File: src/rtl/data_mem_arbiter_if.sv
// rtl/data_mem_arbiter_if.sv - two-requester memory port bundle for data_mem_arbiter
interface data_mem_arbiter_if #(
    parameter int DATA_W = 16,
    parameter int ADDR_W = 4
);
    logic              req0;
    logic              req1;
    logic              we0;
    logic              we1;
    logic [ADDR_W-1:0] addr0;
    logic [ADDR_W-1:0] addr1;
    logic [DATA_W-1:0] wdata0;
    logic [DATA_W-1:0] wdata1;
    logic              gnt0;
    logic              gnt1;
    logic              ack0;
    logic              ack1;
    logic [DATA_W-1:0] rdata0;
    logic [DATA_W-1:0] rdata1;
    logic              busy;

    modport master (
        output req0, req1, we0, we1, addr0, addr1, wdata0, wdata1,
        input  gnt0, gnt1, ack0, ack1, rdata0, rdata1, busy
    );

    modport slave (
        input  req0, req1, we0, we1, addr0, addr1, wdata0, wdata1,
        output gnt0, gnt1, ack0, ack1, rdata0, rdata1, busy
    );
endinterface

File: src/rtl/data_mem_arbiter.sv
// rtl/data_mem_arbiter.sv - round-robin arbiter for two requesters sharing one word memory
module data_mem_arbiter #(
    parameter int DATA_W = 16,
    parameter int ADDR_W = 4
) (
    input  logic                clk,
    input  logic                sys_rst,
    data_mem_arbiter_if.slave   bus
);
    localparam int DEPTH = 1 << ADDR_W;

    typedef enum logic [1:0] {
        IDLE   = 2'd0,
        ACCESS = 2'd1,
        RESP   = 2'd2
    } state_t;

    state_t            state;
    state_t            state_nxt;
    logic              win;
    logic              win_nxt;
    logic              last;
    logic              grant_en;
    logic              mem_we;
    logic              rd_en;
    logic              done;
    logic              lat_we;
    logic [ADDR_W-1:0] lat_addr;
    logic [DATA_W-1:0] lat_wdata;
    logic              gnt0_q;
    logic              gnt1_q;
    logic              ack0_q;
    logic              ack1_q;
    logic [DATA_W-1:0] rdata0_q;
    logic [DATA_W-1:0] rdata1_q;
    logic [DATA_W-1:0] mem [DEPTH];

    always_ff @(posedge clk or posedge sys_rst) begin
        if (sys_rst) begin
            state <= IDLE;
        end else begin
            state <= state_nxt;
        end
    end

    always_comb begin
        state_nxt = state;
        win_nxt   = win;
        grant_en  = 1'b0;
        mem_we    = 1'b0;
        rd_en     = 1'b0;
        done      = 1'b0;
        case (state)
            IDLE: begin
                if (bus.req0 || bus.req1) begin
                    state_nxt = ACCESS;
                    grant_en  = 1'b1;
                    // On contention the requester that was not served last wins
                    if (bus.req0 && bus.req1) begin
                        win_nxt = ~last;
                    end else begin
                        win_nxt = bus.req1;
                    end
                end
            end
            ACCESS: begin
                state_nxt = RESP;
                mem_we    = lat_we;
                rd_en     = ~lat_we;
            end
            RESP: begin
                state_nxt = IDLE;
                done      = 1'b1;
            end
            default: begin
                state_nxt = IDLE;
            end
        endcase
    end

    always_ff @(posedge clk or posedge sys_rst) begin
        if (sys_rst) begin
            win       <= 1'b0;
            last      <= 1'b1;
            lat_we    <= 1'b0;
            lat_addr  <= '0;
            lat_wdata <= '0;
            gnt0_q    <= 1'b0;
            gnt1_q    <= 1'b0;
            ack0_q    <= 1'b0;
            ack1_q    <= 1'b0;
            rdata0_q  <= '0;
            rdata1_q  <= '0;
        end else begin
            ack0_q <= (state == ACCESS) && !win;
            ack1_q <= (state == ACCESS) && win;
            if (grant_en) begin
                win       <= win_nxt;
                lat_we    <= win_nxt ? bus.we1    : bus.we0;
                lat_addr  <= win_nxt ? bus.addr1  : bus.addr0;
                lat_wdata <= win_nxt ? bus.wdata1 : bus.wdata0;
                gnt0_q    <= ~win_nxt;
                gnt1_q    <= win_nxt;
            end
            if (rd_en) begin
                if (win) begin
                    rdata1_q <= mem[lat_addr];
                end else begin
                    rdata0_q <= mem[lat_addr];
                end
            end
            if (done) begin
                gnt0_q <= 1'b0;
                gnt1_q <= 1'b0;
                last   <= win;
            end
        end
    end

    // Storage is deliberately outside the reset domain so contents survive reset
    always_ff @(posedge clk) begin
        if (mem_we) begin
            mem[lat_addr] <= lat_wdata;
        end
    end

    assign bus.gnt0   = gnt0_q;
    assign bus.gnt1   = gnt1_q;
    assign bus.ack0   = ack0_q;
    assign bus.ack1   = ack1_q;
    assign bus.rdata0 = rdata0_q;
    assign bus.rdata1 = rdata1_q;
    assign bus.busy   = (state != IDLE);
endmodule

File: src/flat_wrapper.sv
// flat-port wrapper written by rule: the top's interface ports become plain ports
module data_mem_arbiter_flat 
#(
    parameter int DATA_W = 16,
    parameter int ADDR_W = 4
)
  (clk, sys_rst, bus_req0, bus_req1, bus_we0, bus_we1, bus_addr0, bus_addr1, bus_wdata0, bus_wdata1, bus_gnt0, bus_gnt1, bus_ack0, bus_ack1, bus_rdata0, bus_rdata1, bus_busy);
  data_mem_arbiter_if #(.DATA_W(DATA_W), .ADDR_W(ADDR_W)) bus_i ();
  input  logic clk;
  input  logic sys_rst;
  input wire logic [$bits(bus_i.req0)-1:0] bus_req0;
  input wire logic [$bits(bus_i.req1)-1:0] bus_req1;
  input wire logic [$bits(bus_i.we0)-1:0] bus_we0;
  input wire logic [$bits(bus_i.we1)-1:0] bus_we1;
  input wire logic [$bits(bus_i.addr0)-1:0] bus_addr0;
  input wire logic [$bits(bus_i.addr1)-1:0] bus_addr1;
  input wire logic [$bits(bus_i.wdata0)-1:0] bus_wdata0;
  input wire logic [$bits(bus_i.wdata1)-1:0] bus_wdata1;
  output wire logic [$bits(bus_i.gnt0)-1:0] bus_gnt0;
  output wire logic [$bits(bus_i.gnt1)-1:0] bus_gnt1;
  output wire logic [$bits(bus_i.ack0)-1:0] bus_ack0;
  output wire logic [$bits(bus_i.ack1)-1:0] bus_ack1;
  output wire logic [$bits(bus_i.rdata0)-1:0] bus_rdata0;
  output wire logic [$bits(bus_i.rdata1)-1:0] bus_rdata1;
  output wire logic [$bits(bus_i.busy)-1:0] bus_busy;
  assign bus_i.req0 = bus_req0;
  assign bus_i.req1 = bus_req1;
  assign bus_i.we0 = bus_we0;
  assign bus_i.we1 = bus_we1;
  assign bus_i.addr0 = bus_addr0;
  assign bus_i.addr1 = bus_addr1;
  assign bus_i.wdata0 = bus_wdata0;
  assign bus_i.wdata1 = bus_wdata1;
  assign bus_gnt0 = bus_i.gnt0;
  assign bus_gnt1 = bus_i.gnt1;
  assign bus_ack0 = bus_i.ack0;
  assign bus_ack1 = bus_i.ack1;
  assign bus_rdata0 = bus_i.rdata0;
  assign bus_rdata1 = bus_i.rdata1;
  assign bus_busy = bus_i.busy;
  data_mem_arbiter #(.DATA_W(DATA_W), .ADDR_W(ADDR_W)) u_core (.clk(clk), .sys_rst(sys_rst), .bus(bus_i));
endmodule
File: config.mk
export PLATFORM = sky130hd
export DESIGN_NAME = data_mem_arbiter_flat
export DESIGN_NICKNAME = d
export VERILOG_FILES = /design/src/rtl/data_mem_arbiter_if.sv /design/src/rtl/data_mem_arbiter.sv /design/src/flat_wrapper.sv
export SDC_FILE = /design/constraint.sdc
export NUM_CORES = 1
export LEC_CHECK = 0
export CORE_UTILIZATION = 50
export DETAILED_ROUTE_END_ITERATION = 16
export GPL_TIMING_DRIVEN = 0
export HOLD_SLACK_MARGIN = 0.05
export PLACE_DENSITY = 0.69
export SYNTH_ARGS = -nofsm -noshare
export SYNTH_HDL_FRONTEND = slang
export SYNTH_SLANG_ARGS = --single-unit
File: constraint.sdc
create_clock -name clk -period 3.6 [get_ports clk]
set_input_delay 0.54 -clock clk [delete_from_list [all_inputs] [get_ports clk]]
set_output_delay 0.54 -clock clk [all_outputs]
set_load 0.05 [all_outputs]
Word-level counts from Yosys, hierarchy flattened
Memories as Yosys holds them, arrays and structs flattened.
Index checks and enable logic that the tools add are counted.
Widths: inputs -> output; s select.

word-level totals
  register bits after elaboration = 61
  memory bits (writable) = 256
  input bits = 46
  output and inout bits = 37
  logic and storage cells = 49
  memories kept = 1

operators by class
  eq/ne operators = 3
  mux-type cells = 19
  bitwise gates (word level) = 4
  reduce and logical (&&, ||, !) cells = 10

memories
  name        words  width  read ports  clocked after memory_dff  wr ports  RTL line                text
  u_core.mem  16     16     1           0                         1         data_mem_arbiter.sv:36  logic [DATA_W-1:0] mem [DEPTH];

operators with widths
  cell                count
  $mux 16             1
  $mux 1              15
  $mux 4              1
  $not 1->1           4
  $pmux 2 s2          1
  $reduce_and 2->1    2
  $reduce_bool 2->1   2
  $logic_and 1x1->1   3
  $eq 2x1->1 const B  1
  $eq 2x2->1 const B  1
  $logic_not 2->1     1
  $mux 2              1
  $ne 2x1->1 const B  1
  $logic_not 1->1     1
  $logic_or 1x1->1    1

Logic depth before layout (Yosys ltp)
  word-level depth = 7
  gate-level depth with buffers = 7
  gate-level depth less buffers = 4

Worst setup path before layout
Ideal clock, no wire load.

  kind = register to register
  from = register u_core.state[1]
  to = memory u_core.mem[0][0], enable pin
  setup time = 0.409 ns
  arrival = 2.310 ns
  required time = 3.191 ns
  setup slack = 0.881 ns
  stages on the path, launching flop included = 6
  buffers on the path = 1
  clock period less this slack = 2.719 ns
  cell sequence = dfrtp_1 > buf_2 > nor2b_1 > nand2_1 > or3_1 > nor3_1

between the ends
  longest elaborated chain between the ends = 4

ends and longest elaborated chain
  item                          RTL line                 text
  start, declared               data_mem_arbiter.sv:18   state_t state;
  start signal, assigned        data_mem_arbiter.sv:42   state <= state_nxt;
  $eq 2x1->1                    data_mem_arbiter.sv:53   case (state)
  $mux 1                        data_mem_arbiter.sv:53
  $mux 1                        data_mem_arbiter.sv:122  if (mem_we) begin
  $mux 1 (not written as such)  data_mem_arbiter.sv:123  mem[lat_addr] <= lat_wdata;
  end, declared                 data_mem_arbiter.sv:36

Every way passes these cells.

Worst setup path after layout
  from = register u_core.lat_addr[1]
  to = memory u_core.mem[10][9], enable pin

RTL lines
  item                    RTL line                 text
  start, declared         data_mem_arbiter.sv:28   logic [ADDR_W-1:0] lat_addr;
  start signal, assigned  data_mem_arbiter.sv:100  lat_addr <= win_nxt ? bus.addr1 : bus.addr0;

No word-level cell before the write port.

==> results.json <==
{
  "status": "complete, no violations",
  "stdcell_count": 1201,
  "post_cts_buffers": 0,
  "ir_drop_v": 0.000418,
  "start_kind": "flop",
  "grt_pass1_vias": 7476,
  "yosys.area.top_type": "edfxtp_1",
  "critPathBufInv": 2,
  "holdWs_ps": 436,
  "cts_buffer_depth": 3,
  "yosysMostFrequentCell": "edfxtp_1",
  "firstDrtPassIters": 6,
  "drive_gt1_share_pct": 17.6,
  "synth_common_cells": "edfxtp_1 (256), a22oi_1 (64), mux2i_1 (64)",
  "io_pins": 83,
  "reg2reg_depth": 4,
  "clock-root-buffer": "clkbuf_16",
  "setup.worst_path.class": "flop to flop",
  "cp.arrival_ps": 3070,
  "synth.yosys.warnings": 0,
  "synthAdderAreaFrac_pct": 0,
  "cpMaxStageDelayCell": "nor2_2",
  "synth_simple_gate_area_share_pct": 4.91,
  "async_flop_share_pct": 19.2,
  "finalCoreUtilization_pct": 61.4,
  "worstReg2RegStart": "u_core.lat_addr[1]",
  "clkLatencyLatePin_ps": 550,
  "synth_compound_area_share_pct": 6.17,
  "antenna_left": 0,
  "core_area_um2": 24300,
  "layout_min_cycle_time_ps": 2900,
  "dpl.hpwl_um": 19500,
  "cp-end-kind": "flop",
  "dieArea_um2": 25400,
  "grt.total_usage_pct": 22.8,
  "hold_buffers": 0,
  "die_h_um": 159,
  "area_growth_pct": 20.4,
  "synth_edf_count": 256,
  "yosysSeqAreaShare_pct": 74.3,
  "antennaDiodeCount": 0,
  "synth.area.top_cells": "edfxtp_1 (62%), dfrtp_1 (12%), mux4_2 (5.8%)",
  "skew_ps": 9.90,
  "rsz0062_at_grt": "no",
  "antenna_found_initial": 0,
  "overflow": 0,
  "ys_ff_latch": 317,
  "cap_violations": 0,
  "tightest_slew_ps": 1010,
  "synthCells": 723,
  "required_ps": 3770,
  "finalMaxSlewViolations": 0,
  "synth_fp_nets": 769,
  "dpl.cell_count": 1145,
  "port-buffer-count": 82,
  "fin_crit_sh_pct": 80.5,
  "cp_max_fo": 16,
  "vias": 7084,
  "cellPowerDensity_nw_per_um2": 851,
  "cpMostUsedCell": "clkbuf_1",
  "cts_tree": "done",
  "cts.sinks": 317,
  "yosys.area.top_type_share_pct": 62.0,
  "setup_viol": 0,
  "synth_xor_area_share_pct": 0,
  "post_drt_wl_per_cell_um": 23.5,
  "row_count": 57,
  "syn-cell-area_um2": 12400,
  "grt_pass1_wl_um": 43400,
  "first_iter_violations": 572,
  "drc": 0,
  "max_slew_margin_pct": 32.5,
  "cp_top_family": "simple AND/OR/NAND/NOR gates",
  "clk_pin_slew_ps": 60,
  "numCtsBuffers": 30,
  "worstPathCellList": "clkbuf_1, clkbuf_1, nand4_1, nor2_2",
  "min_path_type": "primary input to asynchronous set/reset pin",
  "r2r_end": "u_core.mem[10][9]",
  "wl_um": 28200,
  "avgSynthCellArea_um2": 17.2,
  "fin_nets": 899,
  "synthMuxAreaShare_pct": 12.5,
  "power.leakage_uw": 0.00520,
  "fillers": 1727,
  "ys_types": 36,
  "place.gp.congestion": 0.921,
  "report.final.hold_viol_count": 0,
  "synth_top_family_by_area": "multiplexers",
  "max_freq_mhz": 345,
  "initial_core_util_pct": 51.0,
  "max_stage_delay_ps": 880,
  "dieWidth_um": 159,
  "reg2reg_slack_ps": 700,
  "synthFlopType": "edfxtp_1",
  "vias_per_cell": 5.90,
  "postCtsResizedCells": 0,
  "htreeDepth": 1,
  "grt_start_max_net_pins": 33
}
## cell families after synthesis
group,count (synthesis)
buf+inv,50
mux,113
simple gates,130
compound gates,113
flops,317
## layout by cell type (no fill, tap or decap), types with 4 or more instances in the layout
cell type and instances:
clkbuf_16 32, mux4_2 32, buf_8 13, edfxtp_1 256, clkbuf_1 35, nand2b_1 4, nand2_1 57, nor2_2 13
dfrtp_1 60, o22ai_1 21, clkdlybuf4s50_1 82, mux2_2 17, nor2b_1 5, o21ai_1 21, buf_2 11, clkbuf_8 9
buf_6 8, a22oi_1 64, nor3_2 4, mux2i_1 64, nand3_1 32
## per-stage QoR
stage               power [uW]  area, um^2  setup TNS, ps  setup WS [ps]
CTS                      12700       14900              0            696
global placement          9410       13600         -21020           -475
floorplan                 8040       12400              0            881
global route             13200       14900              0            521
detailed placement        9600       13900              0            718
finish                   12700       14900              0            701
## layer usage
metal	wire length, um	vias up	global-route usage, %
li1	-	3118	-
met1	11400	3626	29.4
met2	14500	284	39.8
met3	1610	56	3.23
met4	691	0	7.74
met5	0	-	0
## worst max-delay path by stage
stage	cells past startpoint	slack, ps	end	from
after floorplan	5	880	u_core.mem[0][0]	u_core.state[1]
after global placement	4	-480	u_core.mem[3][6]	u_core.lat_addr[1]
after detailed placement	4	720	u_core.mem[10][8]	u_core.lat_addr[1]
after CTS	4	700	u_core.mem[10][9]	u_core.lat_addr[1]
after global routing	4	520	u_core.mem[10][7]	u_core.lat_addr[1]
final	4	700	u_core.mem[10][9]	u_core.lat_addr[1]
## layout make-up
| class | instances | area, um^2 | area share [%] |
|---|---|---|---|
| Sequential cell | 317 | 9220 | 61.7 |
| Multi-Input combinational cell | 356 | 2980 | 19.9 |
| Timing Repair Buffer | 98 | 1060 | 7.09 |
| Clock buffer | 51 | 962 | 6.44 |
| Tap cell | 324 | 405 | 2.72 |
| Buffer | 45 | 239 | 1.60 |
| Clock inverter | 5 | 52.6 | 0.352 |
| Inverter | 5 | 18.8 | 0.126 |
## registers in the layout (all words and copies together) (netlist names), 2 cells and up
register / flops
u_core.bus.rdata0: 16
u_core.bus.rdata1: 16
u_core.lat_addr: 4
u_core.lat_wdata: 16
u_core.mem: 256
u_core.state: 2
## power by group
group / total, uW / internal (uW) / switching, uW
sequential: 5480 / 4800 / 681
clock: 3160 / 1880 / 1280
combinational: 4070 / 1550 / 2520
total: 12700 / 8230 / 4480
No activity file was read; power rests on OpenSTA's default activity.
